$ cat src/rtl/graph_delete_modify_pipe.sv
// Multi-lane reconvergent buf/inv/and/or/nand/nor cone feeding a DEPTH-stage
// valid-qualified pipeline with stall, plus a saturating output-change counter.
module graph_delete_modify_pipe #(
  parameter int WIDTH = 4,
  parameter int DEPTH = 2,
  parameter int CNT_W = 8
) (
  input  logic             clk,
  input  logic             rst,
  input  logic             en,
  input  logic             in_valid,
  input  logic             mode,
  input  logic [WIDTH-1:0] d1,
  input  logic [WIDTH-1:0] d2,
  input  logic [WIDTH-1:0] d3,
  input  logic             clr,
  output logic             out_valid,
  output logic [WIDTH-1:0] q1,
  output logic [WIDTH-1:0] q2,
  output logic [WIDTH-1:0] q3,
  output logic [WIDTH-1:0] q4,
  output logic [CNT_W-1:0] chg_cnt
);

  localparam int DW = 4 * WIDTH;
  localparam int BW = DW + 1;
  localparam logic [CNT_W-1:0] CNT_MAX = {CNT_W{1'b1}};
  localparam logic [CNT_W-1:0] CNT_ONE = CNT_W'(1);

  // Packed lane results ordered as the q outputs: {n5, n7, n8, n6}.
  function automatic logic [DW-1:0] lane_cone(
    input logic             m,
    input logic [WIDTH-1:0] a,
    input logic [WIDTH-1:0] b,
    input logic [WIDTH-1:0] c
  );
    logic [WIDTH-1:0] n3, n5, n6, n7, n8;
    n3 = m ? c : ~c;
    n5 = a & b;
    n6 = b | n3;
    n7 = ~(n5 & n6);
    n8 = ~(n5 | n3);
    return {n5, n7, n8, n6};
  endfunction

  logic [BW-1:0]    beat_in_s;
  logic [BW-1:0]    stage_q [DEPTH];
  logic [BW-1:0]    stage_d [DEPTH];
  logic [BW-1:0]    tail_in_s;
  logic             tail_valid_s;
  logic [DW-1:0]    tail_data_s;
  logic [DW-1:0]    last_q;
  logic [DW-1:0]    last_d;
  logic [CNT_W-1:0] cnt_q;
  logic [CNT_W-1:0] cnt_d;

  assign beat_in_s = {in_valid, lane_cone(mode, d1, d2, d3)};

  // Shift on enable, otherwise every stage holds its beat.
  always_comb begin
    for (int k = 0; k < DEPTH; k++) begin
      stage_d[k] = stage_q[k];
    end
    if (en) begin
      stage_d[0] = beat_in_s;
      for (int k = 1; k < DEPTH; k++) begin
        stage_d[k] = stage_q[k-1];
      end
    end else begin
      stage_d[0] = stage_q[0];
    end
  end

  // The beat about to land in the last stage is what gets compared and counted.
  assign tail_in_s    = stage_d[DEPTH-1];
  assign tail_valid_s = en & tail_in_s[DW];
  assign tail_data_s  = tail_in_s[DW-1:0];

  // Change counter next state; clear overrides any increment.
  always_comb begin
    last_d = last_q;
    cnt_d  = cnt_q;
    if (tail_valid_s) begin
      last_d = tail_data_s;
      if ((tail_data_s != last_q) && (cnt_q != CNT_MAX)) begin
        cnt_d = cnt_q + CNT_ONE;
      end else begin
        cnt_d = cnt_q;
      end
    end else begin
      last_d = last_q;
    end
    if (clr) begin
      cnt_d = {CNT_W{1'b0}};
    end else begin
      cnt_d = cnt_d;
    end
  end

  // Pipeline stages, last-beat register and counter state.
  always_ff @(posedge clk or negedge rst) begin
    if (!rst) begin
      for (int k = 0; k < DEPTH; k++) begin
        stage_q[k] <= {BW{1'b0}};
      end
      last_q <= {DW{1'b0}};
      cnt_q  <= {CNT_W{1'b0}};
    end else begin
      for (int k = 0; k < DEPTH; k++) begin
        stage_q[k] <= stage_d[k];
      end
      last_q <= last_d;
      cnt_q  <= cnt_d;
    end
  end

  assign out_valid            = stage_q[DEPTH-1][DW];
  assign {q1, q2, q3, q4}     = stage_q[DEPTH-1][DW-1:0];
  assign chg_cnt              = cnt_q;

endmodule

$ cat config.mk
export PLATFORM = sky130hd
export DESIGN_NAME = graph_delete_modify_pipe
export DESIGN_NICKNAME = d
export VERILOG_FILES = /design/src/rtl/graph_delete_modify_pipe.sv
export SDC_FILE = /design/constraint.sdc
export NUM_CORES = 1
export LEC_CHECK = 0
export ABC_CLOCK_PERIOD_IN_PS = 4500
export CAP_MARGIN = 20
export CORE_UTILIZATION = 44
export CTS_BUF_LIST = sky130_fd_sc_hd__clkbuf_8
export CTS_CLUSTER_SIZE = 16
export DETAILED_ROUTE_END_ITERATION = 16
export PLACE_DENSITY_LB_ADDON = 0.3
export SYNTH_ARGS = -nofsm -noshare
export SYNTH_HDL_FRONTEND = slang
export SYNTH_SLANG_ARGS = --single-unit
$ cat constraint.sdc
create_clock -name clk -period 4.5 [get_ports clk]
set_clock_uncertainty 0.2 [all_clocks]
set_input_delay 0.9 -clock clk [delete_from_list [all_inputs] [get_ports clk]]
set_output_delay 0.9 -clock clk [all_outputs]
set_load 0.02 [all_outputs]
==> summary.md, run 1 <==
| Metric | Value |
|---|---|
| Status | complete, no violations |
| Critical Path Most Common Cell | mux2_4 |
| Slowest CP cell | buf_2 |
| Max-Cap Viols | 0 |
| RSZ-0062 raised after global routing | no |
| CTS resizes | 0 |
| HPWL after DPL | 3.39 mm |
| DRT iter0 DRCs | 72 |
| Die X-Extent | 79.9 um |
| CP endpoint kind | flip-flop |
| Syn_area_per_cell | 12.0 um^2 |
| Routed Antenna Nets | 0 |
| Area of the multi-input gates | 1020 um^2 |
| Initial Utilization | 0.453 |
| Core area | 5890 um^2 |
| Register area | 1450 um^2 |
| First-pass GRT wire length | 8.36 mm |
| Synth Cell Area | 2670 um^2 |
| Final Hold Fails | 0 |
| Tmin final | 3.21 ns |
| Slew Limit Headroom | 0.576 |
| H-tree depth | 3 |
| Startpoint Class | primary input |
| Worst path cell trace | buf_2 > buf_4 > mux2_4 > xor2_1 > nor4_1 > and4_1 > nor3_1 > mux2_4 |
| Peak VDD IR | 0.173 mV |
| Max stage delay on crit path | 0.43 ns |
| Clock transition at path regs | 0.07 ns |
| Final Power | 1.39 mW |
| R2R Path End | chg_cnt[5] |
| Io pins | 43 |
| Number of fillers in the final layout | 524 |
| Remaining Overflow, GRT | 0 |
| Layout cells sized above 1 | 0.213 |
| Num rows | 28 |
| Critical path arrival | 3.24 ns |
| # diodes | 0 |
| Combinational Power Share | 0.187 |
| Switching part of the total | 0.265 |
| FMAX | 312 MHz |
| Avg WL per Cell | 14.7 um |
| P_int | 1.02 mW |
| Number of synthesized register bits | 58 |
| Worst Hold Class | flip-flop to flip-flop |
| CTS Hold Buffers Added | 0 |
| R2R setup slack | 2.09 ns |
| First drt pass iteration count | 6 |
| I/O Buffers | 42 |
| Area grow syn2layout | 21.1% |
| Die height | 79.9 um |
| Routed vias | 1667 |
| Endpoint, Worst Hold | last_q[13] |
| Worst EP required | 4.53 ns |
| Hold path cells | 2 |
| Sw Pwr | 0.369 mW |
| Clk buf depth | 2 |
| Vias in the first global route | 1696 |
| Most frequent cells in the layout | 58 x dfrtp_1, 40 x clkdlybuf4s50_1, 27 x mux2_2, 16 x xor2_1, 13 x o21ai_0 |
| Clock Latency Late Sink | 0.34 ns |
| DRT Wirelength | 4.89 mm |
| Worst slew pin tran | 0.636 ns |
| Largest net degree at the start of global routing | 32 |
| FF-to-FF Start | q4[0] |
| CTS tree | done |
| Register area share after synthesis | 0.544 |
| Final Max Tran Viols | 0 |
| Crit Path Class | primary input to flip-flop |
| Routability cong. | 0.806 |
| Commonest non-fill, non-tap cell in the layout | dfrtp_1 |
| Post-Syn Instances | 223 |
| Clock power frac | 0.356 |
| Flop pwr share | 0.457 |
| CTS buffer count | 9 |
| Syn. warnings | 0 |
| Initial antenna violation count | 0 |
| Setup TNS | 0 ns |
| Vias/cell | 5.01 |
| Worst r2r path cells | 6 |
| Pleak | 1.37 nW |
| Die ar. | 6380 um^2 |
| Sink Count | 58 |
| Root Buffer | clkbuf_8 |
| Post-CTS Setup Bufs | 0 |
| Pwr Density | 430 nW/um^2 |
| Final Cycle Share | 0.713 |
| Yosys cell types | 29 |
| Worst hold path startpoint | last_q[13] |
| CP Max Fanout | 25 |
| Mapped Nets | 242 |
| Final setup viols | 0 |
| # DRC | 0 |
| Layout Nets | 273 |
| GRT Util Overall | 0.182 |
-- Yosys cell counts --
| cell type | count | area [um^2] |
|---|---|---|
| a21oi_1 | 12 | 60.1 |
| ha_1 | 1 | 12.5 |
| buf_1 | 1 | 3.75 |
| buf_4 | 18 | 135 |
| nor3_1 | 2 | 10.0 |
| nand2_1 | 10 | 37.5 |
| mux2_1 | 1 | 11.3 |
| mux2_2 | 27 | 304 |
| o21a_1 | 4 | 30.0 |
| nand2b_1 | 2 | 12.5 |
| buf_6 | 1 | 11.3 |
| a31oi_1 | 1 | 6.26 |
| dfrtp_1 | 58 | 1450 |
| xor2_1 | 16 | 140 |
| and4_1 | 1 | 8.76 |
| xnor2_1 | 4 | 35.0 |
| nor2b_1 | 4 | 25.0 |
| clkbuf_1 | 5 | 18.8 |
| nor4_1 | 4 | 25.0 |
| inv_1 | 5 | 18.8 |
| nand3_1 | 4 | 20.0 |
| nor2_1 | 11 | 41.3 |
| mux2i_1 | 1 | 10.0 |
| or3_1 | 4 | 25.0 |
| and3_1 | 3 | 18.8 |
| mux2_4 | 8 | 120 |
| nand4_1 | 1 | 6.26 |
| buf_2 | 1 | 5.00 |
| o21ai_0 | 13 | 65.1 |
-- cells by family after synthesis --
logic type	after synthesis	synth area share
DFF	58	0.544
and+or+nand+nor	46	0.0863
muxes	37	0.167
buffers and inverters	31	0.0722
AOI/OAI and AO/OA	30	0.0605
xor gates and xnor gates	20	0.0656
adders and majority gates	1	0.00469
-- layer usage --
metal  vias up  track usage  part of all wire
met4         0       0.0696             0.012
li1        806            -                 -
met1       816        0.238              0.46
met2        36        0.271              0.47
met3         9       0.0731             0.050
met5         -            0                 0
-- power groups by stage --
stage               sequential [mW]  combinational [mW]  clock, mW
global placement              0.645               0.259          0
floorplan                     0.635               0.191          0
CTS                           0.637               0.264      0.503
global route                  0.646               0.283      0.526
finish                        0.636               0.260      0.495
detailed placement            0.646               0.262          0
-- worst max-delay path by stage --
stage / cells past startpoint / end / slack (ns) / startpoint
finish: 8 / chg_cnt[5] / 1.29 / en
global route: 8 / chg_cnt[5] / 1.16 / en
CTS: 8 / chg_cnt[5] / 1.31 / en
detailed placement: 8 / chg_cnt[5] / 0.95 / en
global placement: 8 / chg_cnt[5] / 0.92 / en
floorplan: 9 / chg_cnt[5] / 1.58 / en
-- worst max-delay path: cells and delay by family --
family / cells / cell delay (ns)
xor+xnor: 1 / 0.15
mux: 2 / 0.62
buf+inv: 2 / 0.71
simple gates: 3 / 0.83
-- through the flow --
| stage | hold WS, ns | cells | util | worst slack, ns | area, um^2 |
|---|---|---|---|---|---|
| global placement | 0.284 | 318 | 0.515 | 0.921 | 3030 |
| detailed placement | 0.290 | 318 | 0.515 | 0.950 | 3030 |
| global route | 0.329 | 333 | 0.549 | 1.16 | 3230 |
| floorplan | 0.263 | 223 | - | 1.58 | 2670 |
| finish | 0.303 | 333 | 0.549 | 1.29 | 3230 |
| CTS | 0.307 | 333 | 0.549 | 1.31 | 3230 |
-- cell type report --
| class | count | area share |
|---|---|---|
| multi-input cells | 134 | 0.317 |
| repair buffers | 46 | 0.136 |
| inverters | 5 | 0.00580 |
| clock buffers | 12 | 0.0511 |
| flip-flops and latches | 58 | 0.449 |
| well taps | 75 | 0.0290 |
| clock inverters | 3 | 0.0120 |
-- flip-flops by register name, summed over array words and instances, names as in the netlist --
name	cells
chg_cnt	8
last_q	16
out_valid	1
q1	4
q2	4
q3	4
q4	4
stage_q	17
Note: power is estimated with default switching activity, not from simulation.
==> inputs of run 2 (changes only) <==
--- a/config.mk
+++ b/config.mk
@@ -5,7 +5,7 @@
 export SDC_FILE = /design/constraint.sdc
 export NUM_CORES = 1
 export LEC_CHECK = 0
-export ABC_CLOCK_PERIOD_IN_PS = 4500
+export ABC_CLOCK_PERIOD_IN_PS = 3000
 export CAP_MARGIN = 20
 export CORE_UTILIZATION = 44
 export CTS_BUF_LIST = sky130_fd_sc_hd__clkbuf_8
==> constraint.sdc (replaced) <==
create_clock -name clk -period 3 [get_ports clk]
set_clock_uncertainty 0.2 [all_clocks]
set_input_delay 0.6 -clock clk [delete_from_list [all_inputs] [get_ports clk]]
set_output_delay 0.6 -clock clk [all_outputs]
set_load 0.02 [all_outputs]
==> run 2 against run 1 <==
  * Largest cell class unchanged
  * Critical path depth grew 1
  * Utilization grew 1.1 points
  * Clock power grew 54%
  * Via count grew 1.7%
  * Sequential share of layout area shrank 0.89 points
  * Final cell count grew 1.8%
  * Critical endpoint unchanged
  * First-iteration DRC count shrank 31%
  * Register-to-register slack lost 1.3 ns
==> summary.md, run 2 (synthesis results as in run 1) <==
| Metric | Value |
|---|---|
| Worst slack, placed | 0.0192 ns |
| First drt pass iteration count | 6 |
| Switching part of the total | 0.258 |
| Startpoint Class | primary input |
| Largest register FFs | 17 |
| Die ar. | 6380 um^2 |
| CTS buffer count | 9 |
| Final Power | 2.11 mW |
| Pleak | 1.40 nW |
| Status | complete, no violations |
| Routability cong. | 0.769 |
| Setup TNS | 0 ns |
| Peak VDD IR | 0.391 mV |
| Vias in the first global route | 1610 |
| DRT iter0 DRCs | 50 |
| Initial antenna violation count | 0 |
| Final Max Tran Viols | 0 |
| # diodes | 0 |
| Max-Cap Viols | 0 |
| Worst slew pin tran | 0.395 ns |
| Combinational Power Share | 0.187 |
| Layout cells sized above 1 | 0.223 |
| RSZ-0062 raised after global routing | no |
| Layout Nets | 278 |
| Final Cycle Share | 0.868 |
| Slowest CP cell | and4_1 |
| CP endpoint kind | flip-flop |
| Final core occ | 0.560 |
| Routed vias | 1696 |
| P_int | 1.56 mW |
| Die X-Extent | 79.9 um |
| Root Buffer | clkbuf_8 |
| Core area | 5890 um^2 |
| Critical path arrival | 2.63 ns |
| Tmin final | 2.60 ns |
| Most frequent cells in the layout | 58 x dfrtp_1, 40 x clkdlybuf4s50_1, 27 x mux2_2, 16 x xor2_1 |
| Final setup viols | 0 |
| Final WS setup | 0.396 ns |
| Num rows | 28 |
| Worst path cell trace | buf_2 > buf_12 > buf_4 > mux2_4 > xor2_1 > nor4_1 > and4_1 > nor3_1 > mux2_4 |
| First-pass GRT wire length | 7.99 mm |
| Io pins | 43 |
| Clock power frac | 0.361 |
| Avg WL per Cell | 14.2 um |
| Critical Path Most Common Cell | mux2_4 |
| FMAX | 384 MHz |
| Crit Path Class | primary input to flip-flop |
| Initial Utilization | 0.453 |
| Max stage delay on crit path | 0.39 ns |
| Final Hold Fails | 0 |
| Clk buf depth | 2 |
| Dpl cell area | 3070 um^2 |
| Area grow syn2layout | 23.6% |
| Worst EP required | 3.03 ns |
| Remaining Overflow, GRT | 0 |
| I/O Buffers | 42 |
| GRT Util Overall | 0.173 |
| Clock transition at path regs | 0.06 ns |
| Die height | 79.9 um |
| Post-CTS Setup Bufs | 0 |
| H-tree depth | 3 |
| Slew Limit Headroom | 0.736 |
| Pwr Density | 639 nW/um^2 |
| Routed Antenna Nets | 0 |
| Design Area, Final | 3300 um^2 |
| Commonest non-fill, non-tap cell in the layout | dfrtp_1 |
| Largest net degree at the start of global routing | 25 |
| DRT Wirelength | 4.81 mm |
| Vias/cell | 5.00 |
| Clock Latency Late Sink | 0.34 ns |
| Critical path buffers and inverters | 3 |
| # DRC | 0 |
| Cell family with most CP delay | simple AND/OR/NAND/NOR gates |
| Flop pwr share | 0.453 |
| CP Max Fanout | 24 |
| Most flops, register | stage_q |
| Sw Pwr | 0.544 mW |
| Worst Hold Class | flip-flop to flip-flop |
| HPWL after DPL | 3.41 mm |
| Sink Count | 58 |
| CTS tree | done |
[run 2: cell count changes in the layout (fill, tap and decap cells not counted)]
cell / change
clkbuf_8: +1
dlygate4sd3_1: +1
inv_1: +1
buf_4: +3
clkinv_2: -1
buf_12: +1
[run 2: per-layer routing]
| layer | vias to the layer above | track usage | routed length (um) |
|---|---|---|---|
| li1 | 821 | - | - |
| met1 | 830 | 0.240 | 2330 |
| met2 | 35 | 0.236 | 2180 |
| met3 | 10 | 0.0549 | 195 |
| met4 | 0 | 0.102 | 102 |
| met5 | - | 0 | 0 |
[run 2: cell type report]
| class | count | area, um^2 |
|---|---|---|
| Timing Repair Buffer | 51 | 493 |
| Sequential cell | 58 | 1450 |
| Clock buffer | 13 | 179 |
| Inverter | 5 | 18.8 |
| Fill cell | 516 | 2590 |
| Clock inverter | 3 | 37.5 |
| Multi-Input combinational cell | 134 | 1020 |
| Tap cell | 75 | 93.8 |
[run 2: timing repair]
action                    CTS  global route
hold endpoints to repair   16             0
hold buffers                1             0
gates resized for setup     0             0
[run 2: worst reg2reg max path: cells and delay by family, from the launching register on]
kind,cells,cell delay (ns)
flip-flops,1,0.38
AND/OR/NAND/NOR,3,0.83
multiplexers,2,0.59
XOR/XNOR,1,0.16
[run 2: stage by stage]
stage	cells	hold WS (ns)
global placement	322	0.281
CTS	339	0.305
detailed placement	322	0.291
finish	339	0.299
global route	339	0.322
floorplan	223	0.104
[run 2: path summary, 6_finish.rpt]
path	startpoint	slack, ns	depth (start not counted)	end
worst max-delay path	en	0.40	9	chg_cnt[5]
min in group asynchronous	rst	0.52	2	chg_cnt[4]
worst max register to register	q1[1]	0.75	6	chg_cnt[5]
max in group asynchronous	rst	1.43	3	q3[2]
worst min register to register	last_q[15]	0.30	2	last_q[15]
worst min-delay path	last_q[15]	0.30	2	last_q[15]
[run 2: power groups by stage]
| stage | Sequential, mW | Clock, mW | Combinational [mW] |
|---|---|---|---|
| floorplan | 0.952 | 0 | 0.286 |
| global placement | 0.970 | 0 | 0.391 |
| detailed placement | 0.969 | 0 | 0.397 |
| CTS | 0.956 | 0.784 | 0.400 |
| global route | 0.968 | 0.815 | 0.429 |
| finish | 0.955 | 0.760 | 0.394 |
